File: config.mk
export PLATFORM = sky130hd
export DESIGN_NAME = galaxian_dl_ctrl
export DESIGN_NICKNAME = d
export VERILOG_FILES = /design/src/rtl/galaxian_dl_pkg.sv /design/src/rtl/dl_region_decode.sv /design/src/rtl/galaxian_dl_ctrl.sv
export SDC_FILE = /design/constraint.sdc
export NUM_CORES = 1
export LEC_CHECK = 0
export CAP_MARGIN = 25
export CORE_UTILIZATION = 56
export DETAILED_ROUTE_END_ITERATION = 10
export GPL_ROUTABILITY_DRIVEN = 0
export PLACE_DENSITY = 0.85
export SLEW_MARGIN = 15
export SYNTH_ARGS = -nofsm -noshare
export SYNTH_HDL_FRONTEND = slang
export SYNTH_SLANG_ARGS = --single-unit
File: constraint.sdc
create_clock -name clk_sys -period 5.2 [get_ports clk_sys]
set_clock_uncertainty 0.2 [all_clocks]
set_input_delay 1.04 -clock clk_sys [delete_from_list [all_inputs] [get_ports clk_sys]]
set_output_delay 1.04 -clock clk_sys [all_outputs]
set_load 0.03 [all_outputs]
File: src/rtl/galaxian_dl_pkg.sv
// Shared types and address map for the Galaxian ROM download path.
package galaxian_dl_pkg;

   typedef enum logic [2:0] {
      ST_IDLE,
      ST_LOAD,
      ST_CHECK,
      ST_HOLD,
      ST_RUN
   } dl_state_t;

   typedef struct packed {
      logic cpu;
      logic gfx;
      logic prom;
   } region_t;

   localparam logic [15:0] CPU_BASE   = 16'h0000;
   localparam logic [15:0] GFX_BASE   = 16'h4000;
   localparam logic [15:0] PROM_BASE  = 16'h5000;
   localparam logic [15:0] PROM_END   = 16'h5020;

   localparam logic [15:0] DEFAULT_EXPECT_LEN = 16'h5020;

endpackage

File: src/rtl/dl_region_decode.sv
// Combinational ioctl address decode into ROM region, region-relative address and range flag.
module dl_region_decode
   import galaxian_dl_pkg::*;
(
   input  logic [15:0] addr,
   output region_t     region,
   output logic [13:0] rel_addr,
   output logic        out_of_range
);

   always_comb begin
      region       = '0;
      rel_addr     = addr[13:0];
      out_of_range = 1'b0;
      // All bases sit on 16 KiB-aligned boundaries except the PROM, so the low 14 bits suffice.
      if (addr < GFX_BASE) begin
         region.cpu = 1'b1;
         rel_addr   = addr[13:0] - CPU_BASE[13:0];
      end else if (addr < PROM_BASE) begin
         region.gfx = 1'b1;
         rel_addr   = addr[13:0] - GFX_BASE[13:0];
      end else if (addr < PROM_END) begin
         region.prom = 1'b1;
         rel_addr    = addr[13:0] - PROM_BASE[13:0];
      end else begin
         out_of_range = 1'b1;
      end
   end

endmodule

File: src/rtl/galaxian_dl_ctrl.sv
// ROM download sequencer: routes ioctl bytes to core ROMs, validates the load and owns core reset.
module galaxian_dl_ctrl
   import galaxian_dl_pkg::*;
#(
   parameter logic [15:0] EXPECT_LEN  = DEFAULT_EXPECT_LEN,
   parameter int unsigned HOLD_CYCLES = 1024
)(
   input  logic        clk_sys,
   input  logic        I_RESET_n,
   input  logic        soft_reset,
   input  logic        dl_active,
   input  logic        dl_wr,
   input  logic [15:0] dl_addr,
   input  logic [7:0]  dl_data,
   output logic        cpu_rom_we,
   output logic        gfx_rom_we,
   output logic        prom_we,
   output logic [13:0] wr_addr,
   output logic [7:0]  wr_data,
   output logic        core_reset,
   output logic        dl_done,
   output logic        dl_error,
   output logic [15:0] byte_count,
   output logic [7:0]  checksum
);

   localparam logic [15:0] HOLD_LAST = 16'(HOLD_CYCLES);

   dl_state_t   state;
   logic        dl_active_q;
   logic        range_flag;
   logic        from_dl;
   logic [15:0] hold_cnt;

   region_t     region;
   logic [13:0] rel_addr;
   logic        out_of_range;

   logic        rise;
   logic        fall;
   logic        accept;
   logic [15:0] cnt_base;
   logic [7:0]  sum_base;

   dl_region_decode u_decode (
      .addr         (dl_addr),
      .region       (region),
      .rel_addr     (rel_addr),
      .out_of_range (out_of_range)
   );

   // A byte arriving in the same cycle as the rising edge belongs to the new load.
   always_comb begin
      rise     = dl_active & ~dl_active_q;
      fall     = ~dl_active & dl_active_q;
      accept   = dl_wr & dl_active & ((state == ST_LOAD) | rise);
      cnt_base = rise ? '0 : byte_count;
      sum_base = rise ? '0 : checksum;
   end

   always_ff @(posedge clk_sys or negedge I_RESET_n) begin
      if (!I_RESET_n) begin
         state       <= ST_IDLE;
         dl_active_q <= 1'b0;
         range_flag  <= 1'b0;
         from_dl     <= 1'b0;
         hold_cnt    <= '0;
         cpu_rom_we  <= 1'b0;
         gfx_rom_we  <= 1'b0;
         prom_we     <= 1'b0;
         wr_addr     <= '0;
         wr_data     <= '0;
         core_reset  <= 1'b1;
         dl_done     <= 1'b0;
         dl_error    <= 1'b0;
         byte_count  <= '0;
         checksum    <= '0;
      end else begin
         dl_active_q <= dl_active;
         cpu_rom_we  <= 1'b0;
         gfx_rom_we  <= 1'b0;
         prom_we     <= 1'b0;
         dl_done     <= 1'b0;

         if (rise) begin
            state      <= ST_LOAD;
            core_reset <= 1'b1;
            dl_error   <= 1'b0;
            range_flag <= 1'b0;
            from_dl    <= 1'b1;
            byte_count <= '0;
            checksum   <= '0;
         end else begin
            unique case (state)
               ST_IDLE: core_reset <= 1'b1;
               ST_LOAD: if (fall) state <= ST_CHECK;
               ST_CHECK: begin
                  dl_error <= range_flag | (byte_count != EXPECT_LEN);
                  state    <= ST_HOLD;
                  hold_cnt <= 16'd1;
               end
               ST_HOLD: begin
                  core_reset <= 1'b1;
                  // Soft reset held high keeps re-arming; the full settle time runs after release.
                  if (soft_reset) begin
                     hold_cnt <= '0;
                  end else if (hold_cnt == HOLD_LAST) begin
                     state      <= dl_error ? ST_IDLE : ST_RUN;
                     core_reset <= dl_error;
                     dl_done    <= from_dl;
                     from_dl    <= 1'b0;
                  end else begin
                     hold_cnt <= hold_cnt + 16'd1;
                  end
               end
               ST_RUN: begin
                  if (soft_reset) begin
                     state      <= ST_HOLD;
                     hold_cnt   <= '0;
                     core_reset <= 1'b1;
                     from_dl    <= 1'b0;
                  end
               end
               default: state <= ST_IDLE;
            endcase
         end

         if (accept) begin
            byte_count <= (cnt_base == 16'hFFFF) ? cnt_base : cnt_base + 16'd1;
            checksum   <= sum_base + dl_data;
            wr_data    <= dl_data;
            wr_addr    <= rel_addr;
            cpu_rom_we <= region.cpu;
            gfx_rom_we <= region.gfx;
            prom_we    <= region.prom;
            if (out_of_range) range_flag <= 1'b1;
         end
      end
   end

endmodule

# Word level (Yosys, flattened, before mapping)
# Cells that the tools add are included.
word_totals:
  word_cells: 103
  regBits: 74
  output_inout_bits: 52
  input_bits: 29
op_classes:
  addsub: 4
  n_eq_ne: 14
  magnitude_cmp: 3
  bitwise_logic: 9
  reduce_logical: 9
  mux: 49
op_table:
  columns: ["cell", "count"]
  rows:
  - ["16-bit 2-to-1 mux", 6]
  - ["16-bit by 15-bit < comparator with 1-bit output, second input constant", 3]
  - ["16-bit one-hot mux with 3 select lines", 1]
  - ["14-bit 2-to-1 mux", 3]
  - ["16-bit by 1-bit adder with 16-bit output, second input constant", 2]
  - ["1-bit 2-to-1 mux", 27]
  - ["3-bit 2-to-1 mux", 6]
  - ["16-bit by 11-bit equality test with 1-bit output, second input constant", 1]
  - ["16-bit equality test, second input constant", 1]
  - ["8-bit 2-to-1 mux", 2]
  - ["16-bit by 15-bit != test with 1-bit output, second input constant", 1]
  - ["3-bit != test, second input constant", 5]
  - ["3-bit one-hot mux with 5 select lines", 1]
  - ["14-bit by 13-bit subtractor with 14-bit output, second input constant", 1]
  - ["8-bit adder", 1]
  - ["4-bit AND reduction", 2]
  - ["3-bit by 2-bit equality test with 1-bit output, second input constant", 2]
  - ["3-bit nonzero test", 2]
  - ["5-bit AND reduction", 1]
  - ["1-bit AND", 4]
  - ["2-bit != test, second input constant", 2]
  - ["4-bit nonzero test", 1]
  - ["3-bit by 1-bit equality test with 1-bit output, second input constant", 1]
  - ["3-bit equality test, second input constant", 1]
  - ["8 further kinds", 11]

# Longest topological paths before layout
# Gate-level depths: netlist of run 1.
logic_depth:
  word_depth: 6
  depth_mapped: 13
  ltp_nobuf: 11

# By module
# A second synthesis of run 1 with hierarchy kept.
hier_totals:
  cells_unflattened: 441
  area_unflattened_um2: 4093.9
by_module_without_submodules:
  columns: ["module", "seq_area_each_um2", "area_each_um2", "cells_each", "instances"]
  rows:
  - ["galaxian_dl_ctrl", 1853.0, 3847.4, 411, 1]
  - ["dl_region_decode", 0.0, 246.5, 30, 1]

# Worst setup path before layout of run 1
# OpenSTA, ideal clock, no wires.
synth_path:
  kind: "input port to flip-flop"
  startpoint: "input port dl_active"
  endpoint: "register byte_count[10]"
  setup_ns: 0.125
  setup_slack_ns: 1.387
  cell_stages: 11
  t_required_ns: 4.875
  t_arrival_ns: 3.489
  cell_sequence: "ha_1 > clkbuf_1 > clkbuf_1 > buf_1 > nor2b_1 > ha_1 > nand4b_1 > nor4_2 > a21oi_1 > nand4_1 > mux2_2"
synth_via:
  elab_chain_len: 5
  elab_cells_between_ends: 9
  cone_classes: "add/sub: 1; eq/ne: 1; mux: 3; bitwise: 4"
synth_rtl:
  columns: ["item", "line", "source"]
  rows:
  - ["start, declared", "galaxian_dl_ctrl.sv:11", "input logic dl_active,"]
  - ["1-bit AND", "galaxian_dl_ctrl.sv:54", "rise = dl_active & ~dl_active_q;"]
  - ["16-bit 2-to-1 mux", null, null]
  - ["16-bit by 1-bit adder with 16-bit output or 16-bit equality test (tied branches)", "galaxian_dl_ctrl.sv:129", "byte_count <= (cnt_base == 16'hFFFF) ? cnt_base : cnt_base + 16'd1;"]
  - ["16-bit 2-to-1 mux", "galaxian_dl_ctrl.sv:129", null]
  - ["16-bit 2-to-1 mux *", "galaxian_dl_ctrl.sv:128", "if (accept) begin"]
  - ["end signal, assigned", "galaxian_dl_ctrl.sv:129", null]
  - ["end, declared", "galaxian_dl_ctrl.sv:23", "output logic [15:0] byte_count,"]
# Every way passes the cells marked *; elsewhere a longest branch is shown, timed or not.
# A chain may end at the register's enable or synchronous reset.

# Worst setup path after layout of run 1
layout_path:
  startpoint: "input port dl_active"
  endpoint: "register byte_count[10]"
layout_via:
  elab_chain_len: 5
  elab_cells_between_ends: 9
  cone_classes: "add/sub: 1; eq/ne: 1; mux: 3; bitwise: 4"
layout_rtl:
  columns: ["item", "line", "source"]
  rows:
  - ["1-bit AND *", "galaxian_dl_ctrl.sv:54", null]
  - ["via rise", "galaxian_dl_ctrl.sv:39", "logic rise;"]
  - ["16-bit 2-to-1 mux", null, null]
  - ["16-bit by 1-bit adder with 16-bit output or 16-bit equality test (tied branches)", "galaxian_dl_ctrl.sv:129", null]
  - ["16-bit 2-to-1 mux", "galaxian_dl_ctrl.sv:129", null]
  - ["16-bit 2-to-1 mux *", "galaxian_dl_ctrl.sv:128", null]
# Mark *: on every way through the listed nets, which the timed path passes. The rest lies on a longest branch.

==> flow_summary_export.csv, run 1 <==
group,metric,value,unit
drt,wire_per_inst,15.3,um
worst_setup_path,path_max_fanout,23,
final_layout,diodes,0,
drt,firstDrtPassIters,4,
clock_tree,cts_hold_buf,0,
final_layout,final_common_cell,"nand2_1",
final_layout,drive_gt1_share,7.54,%
global_routing,grt_pass1_wl,16.0,mm
run_status,status,"completed",
placement,dp_worst_setup_slack,788,ps
synth,synthCells,433,
synth,synthFlopType,"dfrtp_1",
drt,via_count,3477,
clock_tree,cts_setup_buffers,0,
pwr,p_leak,2.22,nW
timing,hold_violations,0,
drt,ant_nets,0,
synth,seq_area_frac_synth,46.4,%
timing,slew_headroom,46.1,%
timing,tightest_slew,799,ps
global_routing,grt_remaining_overflow,0,
die,dieArea,7480,sq um
clock_tree,cts_inserted_buffers,9,
final_layout,multi_input_area,2010,sq um
timing,period_minus_slack,4150,ps
clock_tree,h-tree-depth,3,
worst_setup_path,worstSetupPathType,"in -> reg",
clock_tree,clkLatencyLatePin,350,ps
die,rows,30,
timing,final.setup.worst_slack,1050,ps
synth,synth_edf_count,0,
worst_setup_path,worstPathArrival,4190,ps
drt,drt_iter0_markers,265,
final_layout,layout.nets,555,
timing,rsz0062_at_grt,"no",
final_layout,seq_area,1850,sq um
synth,synth_nets,476,
final_layout,syn_to_final_growth,28.6,%
global_routing,grt_use_total,27.4,%
synth,synth_area,4000,sq um
timing,setup_viol,0,
synth,ys_types,68,
global_routing,antenna_found_initial,0,
synth,ys_ff_latch,74,
timing,max_clock_freq,0.241,GHz
clock_tree,cts_resized,0,
die,die_w,86.5,um
pwr,ir_drop,0.378,mV
drt,drc_errors,0,
clock_tree,cts.clk_slew.worst_paths,80,ps
synth,async_reset_ff_share,100,%
clock_tree,cts-root-buf,"clkbuf_8",
timing,tns,0,ps
die,die-height,86.5,um
placement,io_buffers,80,
drt,avgViaCountPerCell,5.67,
run,cap_violations,0,
global_routing,grt_max_degree,44,
drt,wl,9.39,mm
die,pin_count,81,
worst_setup_path,endpoint_kind,"register",
die,initial_core_util,58.5,%
clock_tree,cts_max_path_buffers,2,
worst_setup_path,startpoint_type,"input pin",
synth,syn_area_per_cell,9.23,sq um
synth,ys_warn_count,0,
clock_tree,cts_tree,"built",
clock_tree,cts.sinks,74,
die,core-area,6830,sq um
final_layout,n_fill_cell,491,
timing,report.final.slew_viol_count,0,
final_layout,postLayoutCoreUtil,75.3,%
global_routing,grt_pass1_vias,3445,
pwr,power.density,477,nW/um^2
timing,finalCritPeriodShare,79.7,%
placement,hpwl,6.44,mm
worst_setup_path,critical_path_required,5240,ps
final_layout,mostFrequentLayoutCells,"nand2_1, clkdlybuf4s50_1, dfrtp_1",
min_path,hp-class,"reg -> reg",
[metal layers]
| metal | vias to the layer above | part of all wire, % | track usage [%] |
|---|---|---|---|
| met4 | 0 | 1.6 | 10.8 |
| li1 | 1681 | - | - |
| met2 | 115 | 48 | 42.6 |
| met1 | 1663 | 44 | 36.6 |
| met5 | - | 0 | 0 |
| met3 | 18 | 7.3 | 7.52 |
[cell families (layout without fill, tap and decap cells)]
family | Yosys count | after routing | synth area share, %
AOI/OAI and AO/OA | 75 | 75 | 13.6
xor gates and xnor gates | 17 | 17 | 3.72
adders and majority gates | 14 | 14 | 4.57
buffers and inverters | 35 | 119 | 3.44
DFF | 74 | 74 | 46.4
muxes | 7 | 7 | 1.88
and+or+nand+nor | 211 | 211 | 26.5
[metrics by stage]
| stage | hold slack (ps) | std cells | area, sq um | power, mW |
|---|---|---|---|---|
| after floorplan | 265 | 433 | 4000 | 1.47 |
| final | 280 | 613 | 5140 | 2.46 |
| after global placement | 258 | 597 | 4880 | 1.83 |
| after global routing | 303 | 613 | 5140 | 2.59 |
| after detailed placement | 262 | 597 | 4880 | 1.86 |
| after CTS | 282 | 613 | 5140 | 2.47 |
[report_power, final]
group / internal, mW / total [mW] / switching [mW]
clock: 0.367 / 0.590 / 0.223
sequential: 0.722 / 0.846 / 0.124
combinational: 0.422 / 1.02 / 0.597
total: 1.51 / 2.46 / 0.944
[worst paths after layout]
kind | to | slack [ps] | depth (start not counted) | from
setup / recovery | byte_count[10] | 1050 | 9 | dl_active
hold / removal | wr_addr[5] | 280 | 2 | wr_addr[5]
setup reg to reg | byte_count[10] | 1890 | 9 | dl_active_q
hold reg to reg | wr_addr[5] | 280 | 2 | wr_addr[5]
max in group asynchronous | wr_addr[13] | 3260 | 2 | I_RESET_n
min in group asynchronous | wr_data[2] | 530 | 1 | I_RESET_n
[flip-flops by register name (all words and copies together) (netlist names)]
signal,cells
dl_done,1
state,3
dl_error,1
core_reset,1
dl_active_q,1
prom_we,1
range_flag,1
hold_cnt,16
byte_count,16
wr_data,8
cpu_rom_we,1
gfx_rom_we,1
from_dl,1
wr_addr,14
checksum,8
[Yosys cell counts, drive strengths merged, types with 7 or more instances]
cell     n  area share (%)
nand2   96             9.0
dfrtp   73              46
nor2    26             2.4
o21ai   19             2.5
inv     18             1.7
a21oi   17             2.2
xnor2   14             3.1
ha      13             4.1
clkbuf  12             1.1
nand3   12             1.5
nor2b   11             1.7
or4     10             2.1
nor3     8             1.0
nand4    7             1.1
nor4     7             1.3
o211ai   7             1.3
[area by class of cell]
type / instances / share of cell area, %
inverters: 19 / 1.39
well taps: 96 / 2.34
repair buffers: 84 / 16.1
flip-flops and latches: 74 / 36.0
multi-input cells: 324 / 39.0
clock buffers: 9 / 2.41
clock inverters: 7 / 2.75
[worst max-delay path, cell delays in order]
cell and delay, ps:
clkdlybuf4s50_1 460, ha_1 500, nor2b_1 300, ha_1 210, nand4b_1 200, nor4_2 720, a21oi_1 240, nand4_1 160
mux2_2 340
Power figures use the tool's default switching activity.
==> inputs of run 2 (changes only) <==
Settings changed: CORE_UTILIZATION 56 to 52, PLACE_DENSITY 0.85 to 0.8.
Clock period 5.2 ns to 4.33 ns, I/O delays scaled along.
==> flow_summary_export.csv, run 2 (synthesized netlist as in run 1, its figures left out) <==
group,metric,value,unit
final_layout,n_fill_cell,540,
worst_setup_path,critical_path_required,4410,ps
clock_tree,cts_resized,0,
die,die-height,89.7,um
final_layout,top_regs,"byte_count x16, hold_cnt x16, wr_addr x14",
placement,hpwl,6.77,mm
worst_setup_path,max_stage_delay,540,ps
timing,finalCritPeriodShare,82.3,%
pwr,p_leak,2.22,nW
final_layout,drive_gt1_share,7.90,%
drt,wire_per_inst,15.2,um
run_status,status,"completed",
global_routing,grt_pass1_wl,15.4,mm
clock_tree,cts.sinks,74,
final_layout,layout.nets,557,
pwr,ir_drop,0.451,mV
worst_setup_path,cp_cell_sequence,"clkdlybuf4s50_1 > ha_1 > nor2b_1 > ha_1 > nand4b_1 > nor4_2 > buf_4 > a2111oi_2 > or3b_1 > a21oi_1",
die,core-area,7330,sq um
die,pin_count,81,
placement,dp_cells,602,
worst_setup_path,critPathSlowestCell,"clkdlybuf4s50_1",
run,cap_violations,0,
clock_tree,cts_max_path_buffers,2,
clock_tree,cts_hold_buf,0,
drt,ant_nets,0,
worst_setup_path,worstSetupPathType,"in -> reg",
global_routing,met1_usage,33.8,%
timing,max_clock_freq,0.280,GHz
global_routing,grt_use_met3,6.22,%
drt,via_count,3450,
drt,wl,9.42,mm
timing,report.final.slew_viol_count,0,
drt,avgViaCountPerCell,5.58,
die,die_w,89.7,um
clock_tree,clkLatencyLatePin,350,ps
final_layout,final_cells,618,
placement,io_buffers,80,
worst_setup_path,worstPathArrival,3640,ps
global_routing,top_usage_layer,"met2",
clock_tree,cts.clk_slew.worst_paths,80,ps
drt,drt_iter0_markers,231,
timing,slew_headroom,37.4,%
timing,period_minus_slack,3570,ps
pwr,power.density,559,nW/um^2
global_routing,use_met2,40.0,%
worst_setup_path,startpoint_type,"input pin",
clock_tree,cts_setup_buffers,0,
clock_tree,cts_inserted_buffers,9,
min_path,hp-class,"reg -> reg",
global_routing,grt_max_degree,75,
timing,tns,0,ps
clock_tree,cts_tree,"built",
timing,rsz0062_at_grt,"no",
final_layout,syn_to_final_growth,28.5,%
timing,tightest_slew,915,ps
final_layout,diodes,0,
placement,placed_area,4900,sq um
final_layout,final_common_cell,"nand2_1",
worst_setup_path,cp_common_cell,"ha_1",
final_layout,mostFrequentLayoutCells,"nand2_1, clkdlybuf4s50_1, dfrtp_1",
clock_tree,h-tree-depth,3,
drt,drc_errors,0,
clock_tree,cts-root-buf,"clkbuf_8",
global_routing,antenna_found_initial,0,
global_routing,grt_use_total,25.5,%
die,initial_core_util,54.5,%
drt,firstDrtPassIters,4,
die,dieArea,8040,sq um
final_layout,final_area,5140,sq um
timing,setup_viol,0,
die,rows,31,
global_routing,grt_remaining_overflow,0,
global_routing,grt_pass1_vias,3265,
timing,hold_violations,0,
worst_setup_path,path_max_fanout,11,
worst_setup_path,endpoint_kind,"register",
==> run 2: changes by cell type in the layout (fill, tap and decap cells not counted) <==
cell / change
buf_2: -1
buf_4: +3
bufinv_16: -2
clkbuf_8: +3
clkinv_4: -1
==> run 2: path summary, 6_finish.rpt <==
path / start / endpoint / slack (ps) / depth (start not counted)
max: dl_active / byte_count[7] / 760 / 10
min reg2reg: wr_addr[12] / wr_addr[12] / 280 / 2
min in group asynchronous: I_RESET_n / hold_cnt[3] / 440 / 1
max reg2reg: dl_active_q / byte_count[7] / 1430 / 10
max in group asynchronous: I_RESET_n / byte_count[15] / 2910 / 1
min: wr_addr[12] / wr_addr[12] / 280 / 2
==> run 2: layer usage <==
metal,vias to the layer above,share of wire (%)
met3,22,5.7
met5,-,0
li1,1687,-
met4,0,2.1
met2,100,47
met1,1641,45
==> run 2: worst max-delay path, delay by kind of cell <==
| kind | cells | cell delay, ps |
|---|---|---|
| and+or+nand+nor | 4 | 790 |
| buffers and inverters | 2 | 700 |
| AOI/OAI and AO/OA | 2 | 580 |
| adders and majority gates | 2 | 700 |
==> run 2: per-stage QoR <==
| stage | setup WS [ps] | power [mW] | hold slack (ps) | util (%) |
|---|---|---|---|---|
| after global placement | 554 | 2.22 | 258 | 66.8 |
| after floorplan | 691 | 1.77 | 265 | - |
| final | 764 | 2.87 | 280 | 70.1 |
| after CTS | 785 | 2.89 | 287 | 70.1 |
| after detailed placement | 414 | 2.25 | 261 | 66.8 |
| after global routing | 608 | 3.04 | 304 | 70.1 |
==> run 2: cell type report <==
class	count	area (sq um)	share of cell area [%]
Multi-Input combinational cell	324	2010	39.1
Sequential cell	74	1850	36.1
Timing Repair Buffer	86	843	16.4
Clock buffer	12	165	3.22
Tap cell	99	124	2.41
Clock inverter	4	72.6	1.41
Inverter	19	71.3	1.39
==> run 2: power by group <==
part           switching, mW  leakage (nW)  internal (mW)
Sequential             0.149         0.972          0.867
Combinational          0.721          1.13          0.508
Clock                  0.255         0.119          0.371
Total                   1.13          2.22           1.75
